### src/rtl/imm_ext_pkg.sv
// Shared definitions for the immediate-extender arbiter: extender Ctrl codes,
// opcode match patterns, FSM encoding and the round-robin pick helper.
package imm_ext_pkg;

  localparam int INSTR_W = 32;
  localparam int DATA_W  = 64;

  localparam logic [2:0] CTRL_I    = 3'b000;
  localparam logic [2:0] CTRL_D    = 3'b001;
  localparam logic [2:0] CTRL_CB   = 3'b010;
  localparam logic [2:0] CTRL_B    = 3'b011;
  localparam logic [2:0] CTRL_MOVZ = 3'b100;

  localparam logic [5:0]  OP_B    = 6'b000101;
  localparam logic [6:0]  OP_CB   = 7'b1011010;
  localparam logic [10:0] OP_LDUR = 11'b11111000010;
  localparam logic [10:0] OP_STUR = 11'b11111000000;
  localparam logic [9:0]  OP_ADDI = 10'b1001000100;
  localparam logic [9:0]  OP_SUBI = 10'b1101000100;
  localparam logic [9:0]  OP_ANDI = 10'b1001001000;
  localparam logic [9:0]  OP_ORRI = 10'b1011001000;
  localparam logic [8:0]  OP_MOVZ = 9'b110100101;

  typedef enum logic [1:0] {
    ST_IDLE = 2'd0,
    ST_EXT  = 2'd1,
    ST_RESP = 2'd2
  } state_e;

  // Returns 1 when requester 1 wins; on a tie the side that did not win last time goes.
  function automatic logic rr_pick1(input logic v0, input logic v1, input logic last);
    return (v0 && v1) ? ~last : v1;
  endfunction

endpackage

### src/rtl/imm_class_decode.sv
// Combinational immediate-class decode from instr[31:21] to extender Ctrl.
// Unrecognised opcodes report illegal and fall back to the I-type Ctrl.
module imm_class_decode
  import imm_ext_pkg::*;
(
  input  logic [10:0] opfield_i,
  output logic [2:0]  ctrl_o,
  output logic        illegal_o
);

  always_comb begin
    ctrl_o    = CTRL_I;
    illegal_o = 1'b0;
    if (opfield_i[10:5] == OP_B) begin
      ctrl_o = CTRL_B;
    end else if (opfield_i[10:4] == OP_CB) begin
      ctrl_o = CTRL_CB;
    end else if ((opfield_i == OP_LDUR) || (opfield_i == OP_STUR)) begin
      ctrl_o = CTRL_D;
    end else if ((opfield_i[10:1] == OP_ADDI) || (opfield_i[10:1] == OP_SUBI) ||
                 (opfield_i[10:1] == OP_ANDI) || (opfield_i[10:1] == OP_ORRI)) begin
      ctrl_o = CTRL_I;
    end else if (opfield_i[10:2] == OP_MOVZ) begin
      ctrl_o = CTRL_MOVZ;
    end else begin
      illegal_o = 1'b1;
    end
  end

endmodule

### src/rtl/imm_ext_arbiter.sv
// Round-robin, one-in-flight arbiter sharing the immediate sign extender between
// two requesters. Optional IMM_BR_SHIFT_EN turns branch offsets into byte offsets.
//
// Handshake: a request transfers on the cycle reqN_valid && reqN_ready; ready is
// only raised in IDLE for the granted, valid requester. A response transfers on
// rsp_valid && rsp_ready, and rsp_* stay stable while rsp_valid waits for ready.
module imm_ext_arbiter
  import imm_ext_pkg::*;
#(
  parameter int unsigned ERR_ON_ILLEGAL = 1
) (
  input  logic               CLK,
  input  logic               Reset,
  input  logic               req0_valid,
  output logic               req0_ready,
  input  logic [INSTR_W-1:0] req0_instr,
  input  logic               req1_valid,
  output logic               req1_ready,
  input  logic [INSTR_W-1:0] req1_instr,
  output logic [25:0]        ext_imm26,
  output logic [2:0]         ext_ctrl,
  input  logic [DATA_W-1:0]  ext_busimm,
  output logic               rsp_valid,
  input  logic               rsp_ready,
  output logic               rsp_id,
  output logic [DATA_W-1:0]  rsp_imm,
  output logic               rsp_err,
  output state_e             dbg_state_o
);

  state_e              state_q, state_d;
  logic                last_grant_q;
  logic [25:0]         ext_imm26_q;
  logic [2:0]          ext_ctrl_q;
  logic                id_q, err_q;
  logic                rsp_valid_q;
  logic [DATA_W-1:0]   rsp_imm_q;

  logic                any_valid, grant1, accept;
  logic [INSTR_W-1:0]  sel_instr;
  logic [2:0]          dec_ctrl;
  logic                dec_illegal;
  logic [DATA_W-1:0]   ext_result;

  assign any_valid = req0_valid || req1_valid;
  assign grant1    = rr_pick1(req0_valid, req1_valid, last_grant_q);
  assign accept    = (state_q == ST_IDLE) && any_valid;
  assign sel_instr = grant1 ? req1_instr : req0_instr;

  imm_class_decode u_decode (
    .opfield_i (sel_instr[31:21]),
    .ctrl_o    (dec_ctrl),
    .illegal_o (dec_illegal)
  );

`ifdef IMM_BR_SHIFT_EN
  assign ext_result = ((ext_ctrl_q == CTRL_B) || (ext_ctrl_q == CTRL_CB)) ?
                      (ext_busimm << 2) : ext_busimm;
`else
  assign ext_result = ext_busimm;
`endif

  always_ff @(posedge CLK) begin
    if (Reset) state_q <= ST_IDLE;
    else       state_q <= state_d;
  end

  always_comb begin
    state_d = state_q;
    case (state_q)
      ST_IDLE: if (accept) state_d = ST_EXT;
      ST_EXT:  state_d = ST_RESP;
      ST_RESP: if (rsp_ready) state_d = ST_IDLE;
      default: state_d = ST_IDLE;
    endcase
  end

  always_comb begin
    req0_ready  = accept && !grant1;
    req1_ready  = accept && grant1;
    dbg_state_o = state_q;
  end

  // The extender output is sampled only at the end of EXT, after a full settle cycle.
  always_ff @(posedge CLK) begin
    if (Reset) begin
      ext_imm26_q  <= '0;
      ext_ctrl_q   <= CTRL_I;
      id_q         <= 1'b0;
      err_q        <= 1'b0;
      last_grant_q <= 1'b1;
      rsp_valid_q  <= 1'b0;
      rsp_imm_q    <= '0;
    end else begin
      if (accept) begin
        ext_imm26_q  <= sel_instr[25:0];
        ext_ctrl_q   <= dec_ctrl;
        id_q         <= grant1;
        err_q        <= dec_illegal && (ERR_ON_ILLEGAL != 0);
        last_grant_q <= grant1;
      end
      if (state_q == ST_EXT) begin
        rsp_valid_q <= 1'b1;
        rsp_imm_q   <= err_q ? '0 : ext_result;
      end else if ((state_q == ST_RESP) && rsp_ready) begin
        rsp_valid_q <= 1'b0;
      end
    end
  end

  assign ext_imm26 = ext_imm26_q;
  assign ext_ctrl  = ext_ctrl_q;
  assign rsp_valid = rsp_valid_q;
  assign rsp_id    = id_q;
  assign rsp_imm   = rsp_imm_q;
  assign rsp_err   = err_q;

endmodule

### config.mk
export PLATFORM = sky130hd
export DESIGN_NAME = imm_ext_arbiter
export DESIGN_NICKNAME = d
export VERILOG_FILES = /design/src/rtl/imm_ext_pkg.sv /design/src/rtl/imm_class_decode.sv /design/src/rtl/imm_ext_arbiter.sv
export SDC_FILE = /design/constraint.sdc
export NUM_CORES = 1
export LEC_CHECK = 0
export ABC_AREA = 1
export BUFFER_PORTS_ARGS = -buffer_cell sky130_fd_sc_hd__buf_2
export CORE_ASPECT_RATIO = 1.1
export CORE_MARGIN = 2
export CORE_UTILIZATION = 40
export DETAILED_ROUTE_END_ITERATION = 16
export GPL_ROUTABILITY_DRIVEN = 0
export GPL_TIMING_DRIVEN = 1
export PLACE_DENSITY = 0.7
export SLEW_MARGIN = 20
export SYNTH_ARGS = -nofsm -noshare
export SYNTH_HDL_FRONTEND = slang
export SYNTH_SLANG_ARGS = --single-unit
export TNS_END_PERCENT = 5
### constraint.sdc
create_clock -name CLK -period 1.55 [get_ports CLK]
set_input_delay 0 -clock CLK [delete_from_list [all_inputs] [get_ports CLK]]
set_output_delay 0 -clock CLK [all_outputs]
set_load 0.02 [all_outputs]
# Word-level counts from Yosys, hierarchy flattened
# Index checks and enable logic that the tools add are counted.
# totals
in_bits	133
word_cells	54
output_inout_bits	100
regBits	99
# classes
n_bitwise	1
mux	18
n_reduce_logical	14
eq_ne	13
# ops
operator	n
$mux W64	1
$eq A10 B10 Y1 const B	4
$mux W32	1
$eq A11 B11 Y1 const B	2
$mux W3	5
$eq A9 B9 Y1 const B	1
$mux W1	8
$eq A7 B7 Y1 const B	1
$eq A6 B3 Y1 const B	1
$pmux W2 S3	1
$logic_and A1 B1 Y1	5
$logic_or A1 B1 Y1	5
$mux W2	2
$ne A2 B2 Y1 const B	2
$eq A2 B1 Y1 const B	1
$eq A2 B2 Y1 const B	1
$logic_not A2 Y1	1
$reduce_and A2 Y1	1
$reduce_bool A2 Y1	1
$logic_not A1 Y1	1
$not A1 Y1	1

# Logic depth before layout (Yosys ltp)
# logic_depth
word_depth	11
ltp_mapped	11
depth_no_buf	11

# Hierarchy
# A second synthesis with hierarchy kept.
# hier_totals
cells_unflattened	612
hier_area_um2	4261.6
# by_module_without_submodules
mod	cells_each	n_inst	area_each_um2
imm_ext_arbiter	570	1	4062.6
imm_class_decode	42	1	198.9

# Worst setup path before layout
# OpenSTA, ideal clock, no wires.
# synth_path
path_type	register -> register
startpoint	reg state_q[0], in the netlist dbg_state_o[0]
endpoint	reg rsp_imm_q[10], in the netlist rsp_imm[10]
arrival_time_ns	1.300
t_required_ns	1.480
synth_period_minus_slack_ns	1.371
setup_slack_ns	0.179
path_stages_with_launch	7
path_buffers	2
path_cell_list	dfxtp_1 > inv_1 > nor2_1 > buf_2 > buf_1 > nand3_1 > a21oi_1
# synth_between
elab_chain_len	1
# synth_rtl
item	line	rtl
start, declared	imm_ext_arbiter.sv:31	state_e state_q, state_d;
start signal, assigned	imm_ext_arbiter.sv:65	else state_q <= state_d;
$eq A2 B1 Y1	imm_ext_arbiter.sv:102	if (state_q == ST_EXT) begin
end signal, assigned	imm_ext_arbiter.sv:104	rsp_imm_q <= err_q ? '0 : ext_result;
end, declared	imm_ext_arbiter.sv:37	logic [DATA_W-1:0] rsp_imm_q;
# No other way between the ends.
# A chain may end at the register's enable or synchronous reset.

# Worst setup path after layout
# layout_path
startpoint	reg last_grant_q
endpoint	out req0_ready
# layout_between
elab_chain_len	4
# layout_rtl
item	line	rtl
start, declared	imm_ext_arbiter.sv:32	logic last_grant_q;
start signal, assigned	imm_ext_arbiter.sv:100	last_grant_q <= grant1;
$not A1 Y1	imm_ext_pkg.sv:32	return (v0 && v1) ? ~last : v1;
$mux W1	imm_ext_pkg.sv:32	
$logic_not A1 Y1	imm_ext_arbiter.sv:79	req0_ready = accept && !grant1;
$logic_and A1 B1 Y1	imm_ext_arbiter.sv:79	
end, declared	imm_ext_arbiter.sv:15	output logic req0_ready,
# No other way between the ends.

==> impl_metrics.csv <==
group,metric,value,unit
run_status,status,"finished clean",
logic_synthesis,synth_area_leaders,"dfxtp_1, nand2_1, nand3_1, a21oi_1, a31oi_1",
sta,clock-skew-final,6.86,ps
sta,worstMarginPinSlew,494,ps
clock_tree,cts_buffers,9,
clock_tree,clock-sinks,99,
logic_synthesis,synth-edff-count,0,
sta,final_max_slew_viol_count,0,
floorplan,num_rows,38,
sta,fmax,0.674,GHz
floorplan,ioPinCount,233,
sta,timing.final.crit_share,95.7,%
critical_path,cp.required,1550,ps
logic_synthesis,syn_inst,547,
logic_synthesis,synth_top_area_cell,"dfxtp_1",
detailed_routing,drcViolationCount,0,
floorplan,die_area,11100,um^2
placement,hpwl,8.93,mm
placement,numPlacedInstances,869,
detailed_routing,first_pass_iters,5,
layout,area.growth.synth_to_final,66.9,%
power,peakVddDrop,502,uV
layout,nFillCells,766,
logic_synthesis,synth_warnings,0,
power,leakage,3.18,nW
worst_hold_path,min_path_type,"in2reg",
logic_synthesis,yosysMostFrequentCell,"nand2_1",
critical_path,end_kind,"primary output",
layout,drive_gt1_share,33.7,%
floorplan,dieHeight,110,um
clock_tree,cts_tree,"yes",
floorplan,die-width,101,um
global_routing,grt_pass1_vias,4848,
logic_synthesis,synth_seq_cells,99,
detailed_routing,via_count,5168,
layout,fin_cells,1006,
clock_tree,h-tree-depth,3,
detailed_routing,wirelength_met1,5.78,mm
detailed_routing,wl_met2,7.69,mm
logic_synthesis,synth_commonest_cells,"nand2_1, dfxtp_1, nand3_1",
layout,diodes,0,
global_routing,antenna_found_initial,0,
sta,finalHoldWorstSlack,40.0,ps
detailed_routing,post_drt_wl_per_cell,15.0,um
layout,postLayoutCoreUtil,68.9,%
detailed_routing,ant_nets,0,
sta,setup_viol,0,
global_routing,grt_pass1_wl,22.3,mm
logic_synthesis,syn_nets,680,
layout,design_area,6850,um^2
detailed_routing,dr.max_layer_used,"met4",
logic_synthesis,synth_area,4100,um^2
floorplan,core_region_area,9940,um^2
sta,setup_tns,0,ps
power,p_per_area,935,nW/um^2
sta,slew_headroom,67.0,%
sta,hold_violations,0,
global_routing,overflow,0,
run,drv_cap,0,
critical_path,path_max_fanout,12,
placement,dpl_cell_area,5370,um^2
logic_synthesis,synth_area_per_cell,7.50,um^2
logic_synthesis,synth_cell_type_count,27,
logic_synthesis,yosysSeqAreaShare,48.3,%
global_routing,grt.total_usage,25.4,%
critical_path,crit_path_start_kind,"flip-flop",
clock_tree,clock_path_buffers,2,
sta,rsz0062_at_grt,"true",
floorplan,initial_utilization,41.3,%
detailed_routing,wl,15.1,mm
detailed_routing,drt_iter0_markers,221,
sta,period_needed,1480,ps
logic_synthesis,synth-async-reset-ratio,0,%
critical_path,cp.arrival,1480,ps
detailed_routing,wl_met3,1.10,mm
global_routing,grt_max_degree,68,
clock_tree,clock-root-buffer,"clkbuf_8",
clock_tree,path_clk_slew,90,ps
layout,final_nets,1014,
logic_synthesis,synthFlopType,"dfxtp_1",
logic_synthesis,synth_top_area_share,48.3,%
placement,place.port_buffers,232,
detailed_routing,via_per_inst,5.14,
clock_tree,clk_latency,360,ps
critical_path,crit_type,"reg2out",
stage by stage:
| step | worst slack [ps] | power (mW) |
|---|---|---|
| finish | 66.4 | 6.40 |
| global route | -13.1 | 6.70 |
| CTS | -28.4 | 6.36 |
| detailed placement | 8.81 | 4.30 |
| global placement | 106 | 4.27 |
| floorplan | 179 | 3.74 |
metal layers:
layer	vias to the layer above	track usage, %
li1	2494	-
met5	-	0
met4	0	12.0
met2	255	46.9
met3	49	6.43
met1	2370	26.9
cells by family (layout without fill, tap and decap cells):
family / Yosys count / after routing / synth area share (%)
AO/OA/AOI/OAI: 109 / 109 / 14.5
buffers and inverters: 56 / 394 / 6.22
flip-flops: 99 / 99 / 48.3
AND/OR/NAND/NOR: 283 / 284 / 31.0
worst max-delay path, stage by stage (launching register included):
cell and delay (ps):
dfxtp_4 390, nand2_8 90, buf_4 170, a21oi_4 150
buf_12 150, clkbuf_4 170
sequential cells by signal (all words and copies together) (netlist names):
register and flops:
ext_ctrl 3, rsp_err 1, rsp_valid 1, rsp_id 1
ext_imm26 26, rsp_imm 64, dbg_state_o 2, last_grant_q 1
cell type report:
cell class                      count  area (um^2)  area share (%)
Clock buffer                       10          138            2.01
Clock inverter                      6         86.3            1.26
Inverter                           15         56.3           0.822
Multi-Input combinational cell    393         1920            28.0
Sequential cell                    99         1990            29.0
Tap cell                          120          150            2.19
Timing Repair Buffer              363         2520            36.7
power by group:
group / internal (mW) / leakage (nW) / switching [mW]
clock network: 0.953 / 0.113 / 0.877
logic: 0.739 / 2.26 / 1.00
registers: 2.73 / 0.810 / 0.0994
total: 4.42 / 3.18 / 1.98
timing repair:
item                                    in CTS  in global routing
hold endpoints to repair                    90                  0
hold buffers                               113                  0
gates cloned                                 0                  2
pin swaps                                    0                  3
endpoints found under the setup margin       3                  6
gates resized for setup                      1                 12
buffers inserted                             1                  5
cell usage in the layout, fill, tap and decap left out, types with 5 or more instances in the layout:
master / synthesis / routed
clkbuf_8: 0 / 10
inv_1: 13 / 12
dlygate4sd3_1: 0 / 113
a31oi_1: 23 / 23
nand3_1: 83 / 83
nand2_1: 159 / 156
buf_12: 1 / 5
a21oi_1: 71 / 71
o21ai_0: 12 / 12
nand2_2: 7 / 10
buf_4: 4 / 12
nor2_1: 18 / 14
dfxtp_1: 99 / 98
buf_2: 5 / 230
nor2_2: 3 / 6
path summary, 6_finish.rpt:
kind,startpoint,endpoint,slack (ps),cells past startpoint
max reg2reg,last_grant_q$_SDFFE_PP1P_,rsp_err$_SDFFE_PP0P_,80,10
max,last_grant_q$_SDFFE_PP1P_,req0_ready,70,5
min reg2reg,rsp_imm[25]$_SDFFE_PP0P_,rsp_imm[25]$_SDFFE_PP0P_,470,2
min,req0_instr[23],ext_imm26[23]$_SDFFE_PP0P_,40,5
Note: power is estimated with default switching activity, not from simulation.
